==> src/rtl/ram4k_arbiter.sv <==
// ram4k_arbiter: shares one 4K x 16 RAM between requesters A and B.
// Each requester has a req/we/addr/wdata/lock input set and gnt/rvalid/rdata outputs.
// Grants are combinational; mem_in/mem_load/mem_address drive the RAM.
// mem_out is the RAM's combinational read data. busy flags the clear sequence.
// Round-robin on contention; a lock holds ownership for RMW sequences.
// Optional macro RAM4K_ARB_CLEAR_EN enables the power-on clear sequencer.
module ram4k_arbiter #(
    parameter int ADDR_W = 12,
    parameter int DATA_W = 16,
    parameter logic [DATA_W-1:0] CLEAR_VAL = '0
) (
    input  logic              CLK,
    input  logic              RESET_N,
    input  logic              a_req,
    input  logic              a_we,
    input  logic [ADDR_W-1:0] a_addr,
    input  logic [DATA_W-1:0] a_wdata,
    input  logic              a_lock,
    output logic              a_gnt,
    output logic              a_rvalid,
    output logic [DATA_W-1:0] a_rdata,
    input  logic              b_req,
    input  logic              b_we,
    input  logic [ADDR_W-1:0] b_addr,
    input  logic [DATA_W-1:0] b_wdata,
    input  logic              b_lock,
    output logic              b_gnt,
    output logic              b_rvalid,
    output logic [DATA_W-1:0] b_rdata,
    output logic [DATA_W-1:0] mem_in,
    output logic              mem_load,
    output logic [ADDR_W-1:0] mem_address,
    input  logic [DATA_W-1:0] mem_out,
    output logic              busy
);

    typedef enum logic [1:0] {OWN_NONE, OWN_A, OWN_B} owner_e;

    owner_e            own_q, own_d;
    logic              last_b_q, last_b_d;
    logic              a_rvalid_q, b_rvalid_q;
    logic [DATA_W-1:0] a_rdata_q, b_rdata_q;
    logic              run;

`ifdef RAM4K_ARB_CLEAR_EN
    typedef enum logic {ST_CLEAR, ST_RUN} state_e;

    state_e            state_q, state_d;
    logic [ADDR_W-1:0] clr_q, clr_d;

    always_comb begin
        state_d = state_q;
        clr_d   = clr_q;
        if (state_q == ST_CLEAR) begin
            clr_d = clr_q + 1'b1;
            if (clr_q == '1) begin
                state_d = ST_RUN;
            end
        end
    end

    always_ff @(posedge CLK or negedge RESET_N) begin
        if (!RESET_N) begin
            state_q <= ST_CLEAR;
            clr_q   <= '0;
        end else begin
            state_q <= state_d;
            clr_q   <= clr_d;
        end
    end

    assign run  = (state_q == ST_RUN);
    assign busy = !run;
`else
    logic unused_clear_val;

    assign unused_clear_val = ^CLEAR_VAL;
    assign run              = 1'b1;
    assign busy             = 1'b0;
`endif

    // A locked owner excludes the other side even while it is idle.
    // On a tie the side that did not win last time goes first.
    always_comb begin
        a_gnt = 1'b0;
        b_gnt = 1'b0;
        if (run) begin
            case (own_q)
                OWN_A: a_gnt = a_req;
                OWN_B: b_gnt = b_req;
                default: begin
                    if (a_req && b_req) begin
                        a_gnt = last_b_q;
                        b_gnt = !last_b_q;
                    end else begin
                        a_gnt = a_req;
                        b_gnt = b_req;
                    end
                end
            endcase
        end
    end

    always_comb begin
        mem_load    = 1'b0;
        mem_address = '0;
        mem_in      = '0;
        if (a_gnt) begin
            mem_load    = a_we;
            mem_address = a_addr;
            mem_in      = a_wdata;
        end else if (b_gnt) begin
            mem_load    = b_we;
            mem_address = b_addr;
            mem_in      = b_wdata;
        end
`ifdef RAM4K_ARB_CLEAR_EN
        if (!run) begin
            mem_load    = 1'b1;
            mem_address = clr_q;
            mem_in      = CLEAR_VAL;
        end
`endif
    end

    // Release first, then let a granted locker (re)claim ownership.
    always_comb begin
        own_d    = own_q;
        last_b_d = last_b_q;
        if (own_q == OWN_A && !a_lock) own_d = OWN_NONE;
        if (own_q == OWN_B && !b_lock) own_d = OWN_NONE;
        if (a_gnt) begin
            last_b_d = 1'b0;
            if (a_lock) own_d = OWN_A;
        end
        if (b_gnt) begin
            last_b_d = 1'b1;
            if (b_lock) own_d = OWN_B;
        end
    end

    always_ff @(posedge CLK or negedge RESET_N) begin
        if (!RESET_N) begin
            own_q      <= OWN_NONE;
            last_b_q   <= 1'b1;
            a_rvalid_q <= 1'b0;
            b_rvalid_q <= 1'b0;
            a_rdata_q  <= '0;
            b_rdata_q  <= '0;
        end else begin
            own_q      <= own_d;
            last_b_q   <= last_b_d;
            a_rvalid_q <= a_gnt && !a_we;
            b_rvalid_q <= b_gnt && !b_we;
            if (a_gnt && !a_we) a_rdata_q <= mem_out;
            if (b_gnt && !b_we) b_rdata_q <= mem_out;
        end
    end

    assign a_rvalid = a_rvalid_q;
    assign b_rvalid = b_rvalid_q;
    assign a_rdata  = a_rdata_q;
    assign b_rdata  = b_rdata_q;

endmodule
==> config.mk <==
export PLATFORM = sky130hd
export DESIGN_NAME = ram4k_arbiter
export DESIGN_NICKNAME = d
export VERILOG_FILES = /design/src/rtl/ram4k_arbiter.sv
export SDC_FILE = /design/constraint.sdc
export NUM_CORES = 1
export LEC_CHECK = 0
export BUFFER_PORTS_ARGS = -buffer_cell sky130_fd_sc_hd__buf_2
export CAP_MARGIN = 0
export CORE_ASPECT_RATIO = 1.2
export CORE_MARGIN = 2
export CORE_UTILIZATION = 35
export CTS_CLUSTER_SIZE = 14
export DETAILED_ROUTE_END_ITERATION = 8
export PLACE_DENSITY = 0.74
export SYNTH_ARGS = -nofsm -noshare
export SYNTH_HDL_FRONTEND = slang
export SYNTH_SLANG_ARGS = --single-unit
export TNS_END_PERCENT = 50
==> constraint.sdc <==
create_clock -name CLK -period 2.1 [get_ports CLK]
set_input_delay 0.42 -clock CLK [delete_from_list [all_inputs] [get_ports CLK]]
set_output_delay 0.42 -clock CLK [all_outputs]
set_load 0.02 [all_outputs]
==> summary.txt, run 1 <==
Layout
  • Layout Area Growth over Synthesis: 73.0%
  • Final #Nets: 373
  • Sequential cell area: 927 µm²
  • Multi-input combinational cell area: 1080 µm²
  • Share of cells above drive strength 1: 79.8%
  • Post-layout instance area: between 3000 and 4000 µm²
  • Final non-filler cell total: 354
  • Finished Core Util: 62.1%
  • Diode count: 0
  • Fillers: 413

Synth
  • Syn Inst Count: 133
  • Seq cells post-synth: 37
  • Avg Cell Area, Syn: 14.1 µm²
  • Mapped Area: ~1900 µm²
  • Mapped Nets: 215
  • Distinct cells, synth: 30
  • YS warnings: 0
  • Register area share after synthesis: 49.4%

Critical path
  • CP Capture Type: output port
  • Critical R2R Capture: b_rdata[3]$_DFFE_PN0P_
  • Crit Path Class: reg -> out
  • Worst path cell trace: ha_4, mux2_4, a21oi_4, buf_4, a22o_4, buf_2
  • Crit start category: flop
  • CP startpoint: own_q[1]$_DFF_PN0_
  • R2r startpoint: own_q[1]$_DFF_PN0_
  • Crit path to: mem_in[8]
  • Worst endpoint required time: 1.68 ns
  • Reg2Reg Depth: 7
  • CP max stage cell: dfrtp_1
  • Slowest stage delay, CP: 0.42 ns
  • Critical Path AT: 2.00 ns
  • CP Max Fanout: 9
  • R2R setup slack: 0.14 ns

Global route
  • Grt total ovfl: 0
  • Number of global-route vias before repair: between 1500 and 2000
  • All-Layer GR Usage: 21.5%
  • Largest net degree at the start of global routing: 38
  • Antenna violations before repair: 0
  • First-pass GRT wire length: 9940 µm

Floorplanning
  • Chip width: 70.8 µm
  • Cell Rows: 29
  • Die Y: between 80 and 90 µm
  • Core area: ~5200 µm²
  • Die area: 5960 µm²
  • Initial Util: 35.9%
  • # IOs: 146

Route
  • Max Used Layer: met4
  • Vias: 1796
  • Via density: 5.07
  • Routed WL: between 6000 and 7000 µm
  • First-pass DRT Iterations: 4
  • Initial drt markers: 36
  • DR WL/cell: 17.9 µm
  • WL met3: 702 µm
  • Met2 WL: 2870 µm
  • Met1 Wirelength: 2710 µm
  • Antenna-violating nets left: 0
  • Number of remaining DRC errors: 0

Run
  • Max Cap Viol: 0

Timing
  • Setup ws final: -0.316 ns
  • Final hold slack: 0.235 ns
  • Worst slew pin tran: between 0.8 and 0.9 ns
  • RSZ-0062 raised after global routing: yes
  • Final min period: 2.42 ns
  • Setup Viol. Count Final: 30
  • Setup Skew: 0.00782 ns
  • Hold Fails Final Rpt: 0
  • FMAX: 414 MHz
  • Setup TNS Final: -7.89 ns
  • Rel. slew slack: 44.5%
  • Final period utilization: 115%
  • Max Transition Viols Final: 0

Clock network
  • CTS Buf Count: 5
  • Clk slew on worst S/H paths: about 0.07 ns
  • H-Tree Depth: 2
  • Postcts setup bufs: 0
  • Clk_lat worst skew: 0.29 ns
  • Clk sink count: 37
  • CTS tree: yes
  • Worst-case clock buffer depth: 2
  • # hold bufs at CTS: 0
  • Clock Root Buffer: clkbuf_8

Power and ir drop
  • Pleak: 1.66 nW
  • Total power: 5.70 mW
  • PD cells: approximately 1800 nW/µm²
  • Peak supply drop: 902 µV

Placement
  • Placed cells: 345
  • Port buffer count: 144
  • Post-DP HPWL: 4790 µm
  • Dpl cell area: 2950 µm²
  • Place WS: -0.0704 ns
  • Placer Congestion: 0.854

Hold path
  • Hold Path Class: in -> async

Status
  • Outcome: finished, violations left
  • Violated checks: setup timing
==> cell usage after synthesis, drive strengths merged <==
library cell	count	area, µm²
a21o	1	8.76
a31o	1	8.76
nand3	1	5.00
a311oi	1	26.3
o221ai	1	8.76
a22o	29	254
dfstp	1	26.3
o21ai	2	17.5
and3	1	6.26
a21oi	1	16.3
ha	2	25.0
a22oi	1	7.51
a31oi	1	6.26
nand2	1	3.75
and3b	1	8.76
nor3	1	16.3
mux2	33	405
buf	8	71.3
conb	1	3.75
o21a	1	7.51
o221a	1	11.3
dfrtp	36	901
inv	5	18.8
clkbuf	1	3.75
nand3b	1	7.51
==> worst min path at each step <==
stage	slack [ns]	end	startpoint	cells past startpoint
final	0.23	b_rdata[0]$_DFFE_PN0P_	RESET_N	1
after global routing	0.30	a_rdata[1]$_DFFE_PN0P_	RESET_N	1
after CTS	0.26	b_rdata[0]$_DFFE_PN0P_	RESET_N	1
after detailed placement	0.49	a_rdata[10]$_DFFE_PN0P_	a_rdata[10]$_DFFE_PN0P_	1
after global placement	0.47	b_rdata[12]$_DFFE_PN0P_	b_rdata[12]$_DFFE_PN0P_	1
after floorplan	0.12	a_rdata[0]$_DFFE_PN0P_	RESET_N	0
==> power by group <==
group | internal (mW) | switching [mW]
Clock | 0.235 | 0.244
Sequential | 1.08 | 0.199
Combinational | 1.97 | 1.97
Total | 3.29 | 2.41
==> kinds of logic after synthesis <==
family	count (synthesis)	share of synthesized area [%]
flip-flops	37	49.4
adder cells (fa/ha/maj)	2	1.33
multiplexers	33	21.6
AO/OA/AOI/OAI	40	19.9
AND/OR/NAND/NOR	6	2.54
other	1	0.200
buffers and inverters	14	5.00
==> cell usage in the layout, fill, tap and decap left out, types with 2 or more instances in the layout <==
master    Yosys  routed
buf_2         2     122
buf_6         1      21
dfrtp_1      36      36
ha_4          0       2
mux2_2       23      22
a22o_4        0      20
inv_1         5       3
clkbuf_8      0       5
buf_12        1       4
buf_4         4      11
a22o_1       29       9
clkbuf_1      1       2
mux2_4        9      10
==> sequential cells by signal, summed over array words and instances (netlist names) <==
register	flops
a_rvalid	1
own_q	2
b_rdata	16
b_rvalid	1
last_b_q	1
a_rdata	16
==> final cells by class <==
type / count / share of cell area (%)
clock buffers: 7 / 2.35
repair buffers: 160 / 32.4
well taps: 62 / 2.39
multi-input cells: 82 / 33.4
flip-flops and latches: 37 / 28.6
inverters: 5 / 0.655
clock inverters: 1 / 0.231
==> critical path: cells and delay by family (launching register included) <==
| kind | cells | cell delay (ns) |
|---|---|---|
| mux | 1 | 0.31 |
| fa+ha+maj | 1 | 0.31 |
| buf+inv | 2 | 0.37 |
| compound gates | 2 | 0.29 |
| flops | 1 | 0.42 |
==> repair_timing <==
item,CTS,global route
endpoints found under the setup margin,31,31
gates cloned,1,0
endpoints found under the hold margin,0,0
pin swaps,13,2
resized for setup,52,3
==> metal layers <==
metal / vias up / global-route usage (%)
met5: - / 0
met4: 0 / 5.49
met3: 9 / 7.20
met2: 110 / 34.2
met1: 854 / 28.4
li1: 823 / -
Note: power is estimated with default switching activity, not from simulation.
==> run 2, diff against run 1 <==
- ABC_AREA: default -> 1
- PLACE_DENSITY: 0.74 -> 0.72
==> summary.txt, run 2 <==
Clock network
  • Clk_lat worst skew: 0.29 ns
  • CTS tree: yes
  • CTS Buf Count: 5
  • Clk sink count: 37
  • Worst-case clock buffer depth: 2
  • Clock Root Buffer: clkbuf_8
  • Clk slew on worst S/H paths: around 0.080 ns
  • H-Tree Depth: 2

Global route
  • Largest net degree at the start of global routing: 38
  • Antenna violations before repair: 0
  • All-Layer GR Usage: 23.7%
  • First-pass GRT wire length: approximately 11000 µm
  • Grt total ovfl: 0
  • Number of global-route vias before repair: 2424

Floorplanning
  • Cell Rows: 30
  • Die Y: 87.3 µm
  • Chip width: 73.4 µm
  • Die area: 6410 µm²
  • Core area: 5630 µm²
  • Initial Util: a little over a third
  • # IOs: around 150

Power and ir drop
  • Peak supply drop: 886 µV
  • PD cells: around 1800 nW/µm²
  • Clk pwr share: between 10% and 20%
  • Switch Pwr: 3.04 mW
  • Pleak: 2.03 nW
  • Sequential Power Share: 18.9%
  • P_int: around 3.5 mW
  • Total power: around 6.6 mW
  • Switching portion of total power: 46.4%
  • Logic pwr share: between 60% and 70%

Timing
  • FMAX: 424 MHz
  • Setup Viol. Count Final: 31
  • Final min period: 2.36 ns
  • Setup TNS Final: -6.33 ns
  • Max Transition Viols Final: 0
  • Hold Fails Final Rpt: 0
  • Rel. slew slack: 44.3%
  • Worst slew pin tran: between 0.8 and 0.9 ns
  • RSZ-0062 raised after global routing: yes
  • Final period utilization: 112%
  • Final hold slack: approximately 0.22 ns
  • Setup Skew: around 0.0076 ns
  • Setup ws final: -0.259 ns

Critical path
  • CP Capture Type: output port
  • R2r startpoint: own_q[1]$_DFF_PN0_
  • Crit start category: flop
  • Worst path bufs/invs: 5
  • CP Max Fanout: 7
  • Critical Path AT: 1.94 ns
  • R2R setup slack: 0.09 ns
  • Largest delay contributor family on the critical path: buffers and inverters
  • Critical R2R Capture: b_rdata[12]$_DFFE_PN0P_
  • CP max stage cell: dfrtp_1
  • Slowest stage delay, CP: about 0.40 ns
  • CP dominant cell by count: nand2_2
  • Crit Path Class: reg -> out
  • Worst path cell trace: inv_2, ha_4, buf_6, nand2_2, nand2_2, nand2_2, clkinv_4, buf_16, nand3_1, nand2_1, buf_6
  • Reg2Reg Depth: 10
  • Worst endpoint required time: 1.68 ns

Synth
  • Compound-Gate Fraction of Synth Area: 0.494%
  • Most common cell in the netlist: nand2_1
  • Simple-Gate Fraction of Synth Area: around 44%
  • Area contributors post-synth: dfrtp_1 (44%), nand2_1 (27%), nand3_1 (7.9%)
  • Avg Cell Area, Syn: 7.36 µm²
  • Register area share after synthesis: 45.8%
  • Xor/xnor cell area share of the yosys netlist: 0%
  • Leading area contributor after synthesis: dfrtp_1
  • Async SR Flop Fraction: 100%
  • Yosys top cell area share: 44.5%
  • Distinct cells, synth: 22
  • Mapped Area: 2020 µm²
  • Post-synthesis mux area share: 0%
  • Largest family of logic cells by synthesized area: simple AND/OR/NAND/NOR gates
  • Seq cells post-synth: 37
  • Syn Inst Count: 275
  • Main synth FF type: dfrtp_1
  • Post-Synth Adder-Cell Area: 1.24%
  • YS warnings: 0
  • Number of synthesized flops with an enable pin: 0
  • Mapped Nets: 357
  • Top cells by count, synth: nand2_1 (146), dfrtp_1 (36), nand3_1 (32)

Route
  • First-pass DRT Iterations: 4
  • DR WL/cell: 17.1 µm
  • Via density: 5.17
  • Initial drt markers: 124
  • Routed WL: between 8000 and 9000 µm
  • Number of remaining DRC errors: 0
  • Vias: 2578
  • Antenna-violating nets left: 0

Status
  • Violated checks: setup timing
  • Outcome: finished, violations left

Placement
  • Placer Congestion: 0.783
  • Post-DP HPWL: 5320 µm
  • Dpl cell area: 2810 µm²
  • Port buffer count: 144

Layout
  • Layout Area Growth over Synthesis: 76.3%
  • Most common cell after layout, fill and taps aside: nand2_1
  • Most frequent cells in the layout: nand2_1 (125), buf_2 (113), dfrtp_1 (36), buf_6 (33), nand2_2 (22)
  • Diode count: 0
  • Final #Nets: 516
  • Share of cells above drive strength 1: a little over half
  • Post-layout instance area: approximately 3600 µm²

Run
  • Max Cap Viol: 0

Hold path
  • Hold Path Class: in -> async
run 2: changes by cell type after synthesis, moves of 9 or more:
cell     previous run  this run
mux2_2             23         0
nand3_1             1        32
nand2_1             1       146
a22o_1             29         0
mux2_4              9         0
nand4_1             0        16
run 2: kinds of logic after synthesis:
kind of cell	after synthesis
buffers and inverters	29
other	1
and+or+nand+nor	204
AOI/OAI and AO/OA	2
DFF	37
adders and majority gates	2
run 2: power by group through the flow:
stage / logic [mW] / registers [mW] / clock network (mW)
2_1_floorplan: 1.67 / 1.59 / 0
3_3_place_gp: 3.07 / 1.23 / 0
3_5_place_dp: 3.11 / 1.23 / 0
4_1_cts: 4.05 / 1.24 / 0.745
5_1_grt: 4.88 / 1.27 / 0.773
6_report: 4.59 / 1.24 / 0.735
run 2: how the worst max path moves through the flow:
stage,endpoint,depth (start not counted),slack [ns],from
after CTS,mem_in[10],10,-0.15,own_q[1]$_DFF_PN0_
final,mem_in[1],11,-0.26,own_q[0]$_DFF_PN0_
after detailed placement,mem_in[13],9,-0.02,own_q[0]$_DFF_PN0_
after global placement,mem_in[8],9,0.02,own_q[0]$_DFF_PN0_
after floorplan,mem_in[10],9,0.15,own_q[0]$_DFF_PN0_
after global routing,mem_in[12],11,-0.31,own_q[0]$_DFF_PN0_
run 2: what timing repair did:
item                       CTS  global route
hold endpoints to repair     0             0
cloned                       3             3
buffers inserted             5             4
gates resized for setup     83            38
pin swaps                    4            13
hold buffers                 0             0
setup endpoints to repair   31            31
run 2: per-stage QoR:
stage / instances / worst slack [ns] / utilization, %
floorplan: 275 / 0.154 / -
global placement: 476 / 0.0157 / 49.9
detailed placement: 476 / -0.0227 / 49.9
CTS: 492 / -0.152 / 59.1
global route: 499 / -0.312 / 63.4
finish: 499 / -0.259 / 63.4
run 2: final cells by class:
class                   count  area [µm²]
clock buffers               5        68.8
clock inverters             3        65.1
fillers                   466        2060
inverters                  12        62.6
multi-input cells         209        1110
flip-flops and latches     37         927
well taps                  64        80.1
repair buffers            169        1260
run 2: layer usage:
layer	track usage, %	vias to the layer above	part of all wire (%)
met5	0	-	0
met4	6.12	0	2.4
met3	5.21	24	9.8
met2	43.1	174	50
met1	28.0	1189	38
li1	-	1191	-
==> run 3, diff against run 2 <==
- RECOVER_POWER: default -> 50
==> summary.txt, run 3 (synthesis results as in run 2) <==
Global route
  • Antenna violations before repair: 0
  • Number of global-route vias before repair: 2424
  • All-Layer GR Usage: 23.7%
  • Largest net degree at the start of global routing: 38
  • Grt total ovfl: 0
  • First-pass GRT wire length: 11500 µm

Timing
  • Final hold slack: ~0.26 ns
  • Setup ws final: -0.252 ns
  • Max Transition Viols Final: 0
  • Final period utilization: 112%
  • Final min period: 2.35 ns
  • Setup Skew: 0.00740 ns
  • FMAX: 425 MHz
  • Worst slew pin tran: 0.931 ns
  • RSZ-0062 raised after global routing: yes
  • Rel. slew slack: 37.9%
  • Hold Fails Final Rpt: 0
  • Setup TNS Final: -6.39 ns
  • Setup Viol. Count Final: 31

Route
  • Number of remaining DRC errors: 0
  • Via density: 5.25
  • Initial drt markers: about 120
  • DR WL/cell: ~17 µm
  • Vias: 2618
  • First-pass DRT Iterations: 4
  • Routed WL: approximately 8500 µm
  • Antenna-violating nets left: 0

Critical path
  • CP dominant cell by count: nand2_2
  • Largest delay contributor family on the critical path: buffers and inverters
  • Worst path cell trace: inv_2, ha_4, buf_6, nand2_2, nand2_2, nand2_2, clkinv_4, buf_16, nand3_1, nand2_1, buf_6
  • Crit start category: flop
  • Crit Path Class: reg -> out
  • Worst endpoint required time: ~1.7 ns
  • Worst path bufs/invs: 5
  • Critical Path AT: 1.93 ns
  • CP Capture Type: output port
  • Slowest stage delay, CP: 0.40 ns
  • CP max stage cell: dfrtp_1
  • CP Max Fanout: 7

Run
  • Max Cap Viol: 0

Layout
  • Share of cells above drive strength 1: 48.3%
  • Post-layout instance area: 3550 µm²
  • Final non-filler cell total: between 400 and 500
  • Final #Nets: 516
  • Fillers: between 400 and 500
  • Layout Area Growth over Synthesis: 75.3%
  • Diode count: 0
  • Most frequent cells in the layout: nand2_1 (125), buf_2 (95), dfrtp_1 (36), buf_6 (33), nand2_2 (22)
  • Finished Core Util: 63.0%
  • Most common cell after layout, fill and taps aside: nand2_1

Placement
  • Post-DP HPWL: roughly 5300 µm
  • Placed cells: 476
  • Placer Congestion: 0.783
  • Place WS: -0.0227 ns
  • Port buffer count: 144
  • Dpl cell area: roughly 2800 µm²

Floorplanning
  • # IOs: 146
  • Die area: 6410 µm²
  • Initial Util: 36.0%
  • Core area: ~5600 µm²
  • Die Y: 87.3 µm
  • Cell Rows: 30
  • Chip width: 73.4 µm

Hold path
  • Hold Path Class: in -> async

Clock network
  • Clk sink count: 37
  • CTS tree: yes
  • # hold bufs at CTS: 0
  • Clk_lat worst skew: between 0.2 and 0.3 ns
  • CTS Buf Count: 5
  • Clk slew on worst S/H paths: around 0.08 ns
  • Clock Root Buffer: clkbuf_8
  • Worst-case clock buffer depth: 2
  • H-Tree Depth: 2

Power and ir drop
  • PD cells: 1840 nW/µm²
  • Peak supply drop: 890 µV
  • Pleak: 1.97 nW
  • Total power: 6.52 mW

Status
  • Outcome: finished, violations left
  • Violated checks: setup timing
[run 3: final timing paths]
kind	slack (ns)	to	depth (start not counted)	from
setup / recovery	-0.25	mem_in[1]	11	own_q[0]$_DFF_PN0_
hold / removal	0.26	a_rdata[0]$_DFFE_PN0P_	1	RESET_N
setup reg to reg	0.10	b_rdata[12]$_DFFE_PN0P_	10	own_q[1]$_DFF_PN0_
hold reg to reg	0.47	b_rdata[4]$_DFFE_PN0P_	2	b_rdata[4]$_DFFE_PN0P_
max in group asynchronous	1.27	a_rdata[7]$_DFFE_PN0P_	1	RESET_N
min in group CLK	0.34	b_rdata[4]$_DFFE_PN0P_	3	mem_out[4]
[run 3: layer usage]
layer	part of all wire, %	wire length, µm	track usage, %
met5	0	0	0
met4	2.5	217	6.12
met3	9.2	786	5.21
met2	50	4260	43.1
met1	38	3280	28.0
[run 3: what timing repair did]
action / CTS / global route
gates cloned: 3 / 3
pin swaps: 4 / 13
setup buffers: 5 / 4
gates resized for setup: 83 / 38
setup endpoints to repair: 31 / 31
[run 3: cell type report]
type / instances / area (µm²) / area share, %
Tap cell: 64 / 80.1 / 2.26
Clock buffer: 5 / 68.8 / 1.94
Sequential cell: 37 / 927 / 26.1
Timing Repair Buffer: 169 / 1240 / 34.9
Multi-Input combinational cell: 209 / 1110 / 31.2
Clock inverter: 3 / 65.1 / 1.83
Inverter: 12 / 62.6 / 1.76
[run 3: power breakdown]
part           internal (mW)  leakage [nW]  switching, mW
Combinational           1.95          1.44           2.59
Sequential              1.05         0.462          0.196
Clock                  0.472        0.0681          0.262
[run 3: worst register-to-register path: cells and delay by family, from the launching register on]
| family | cells | cell delay, ns |
|---|---|---|
| and+or+nand+nor | 6 | 0.82 |
| DFF | 1 | 0.41 |
| buffers and inverters | 3 | 0.38 |
| adders and majority gates | 1 | 0.31 |
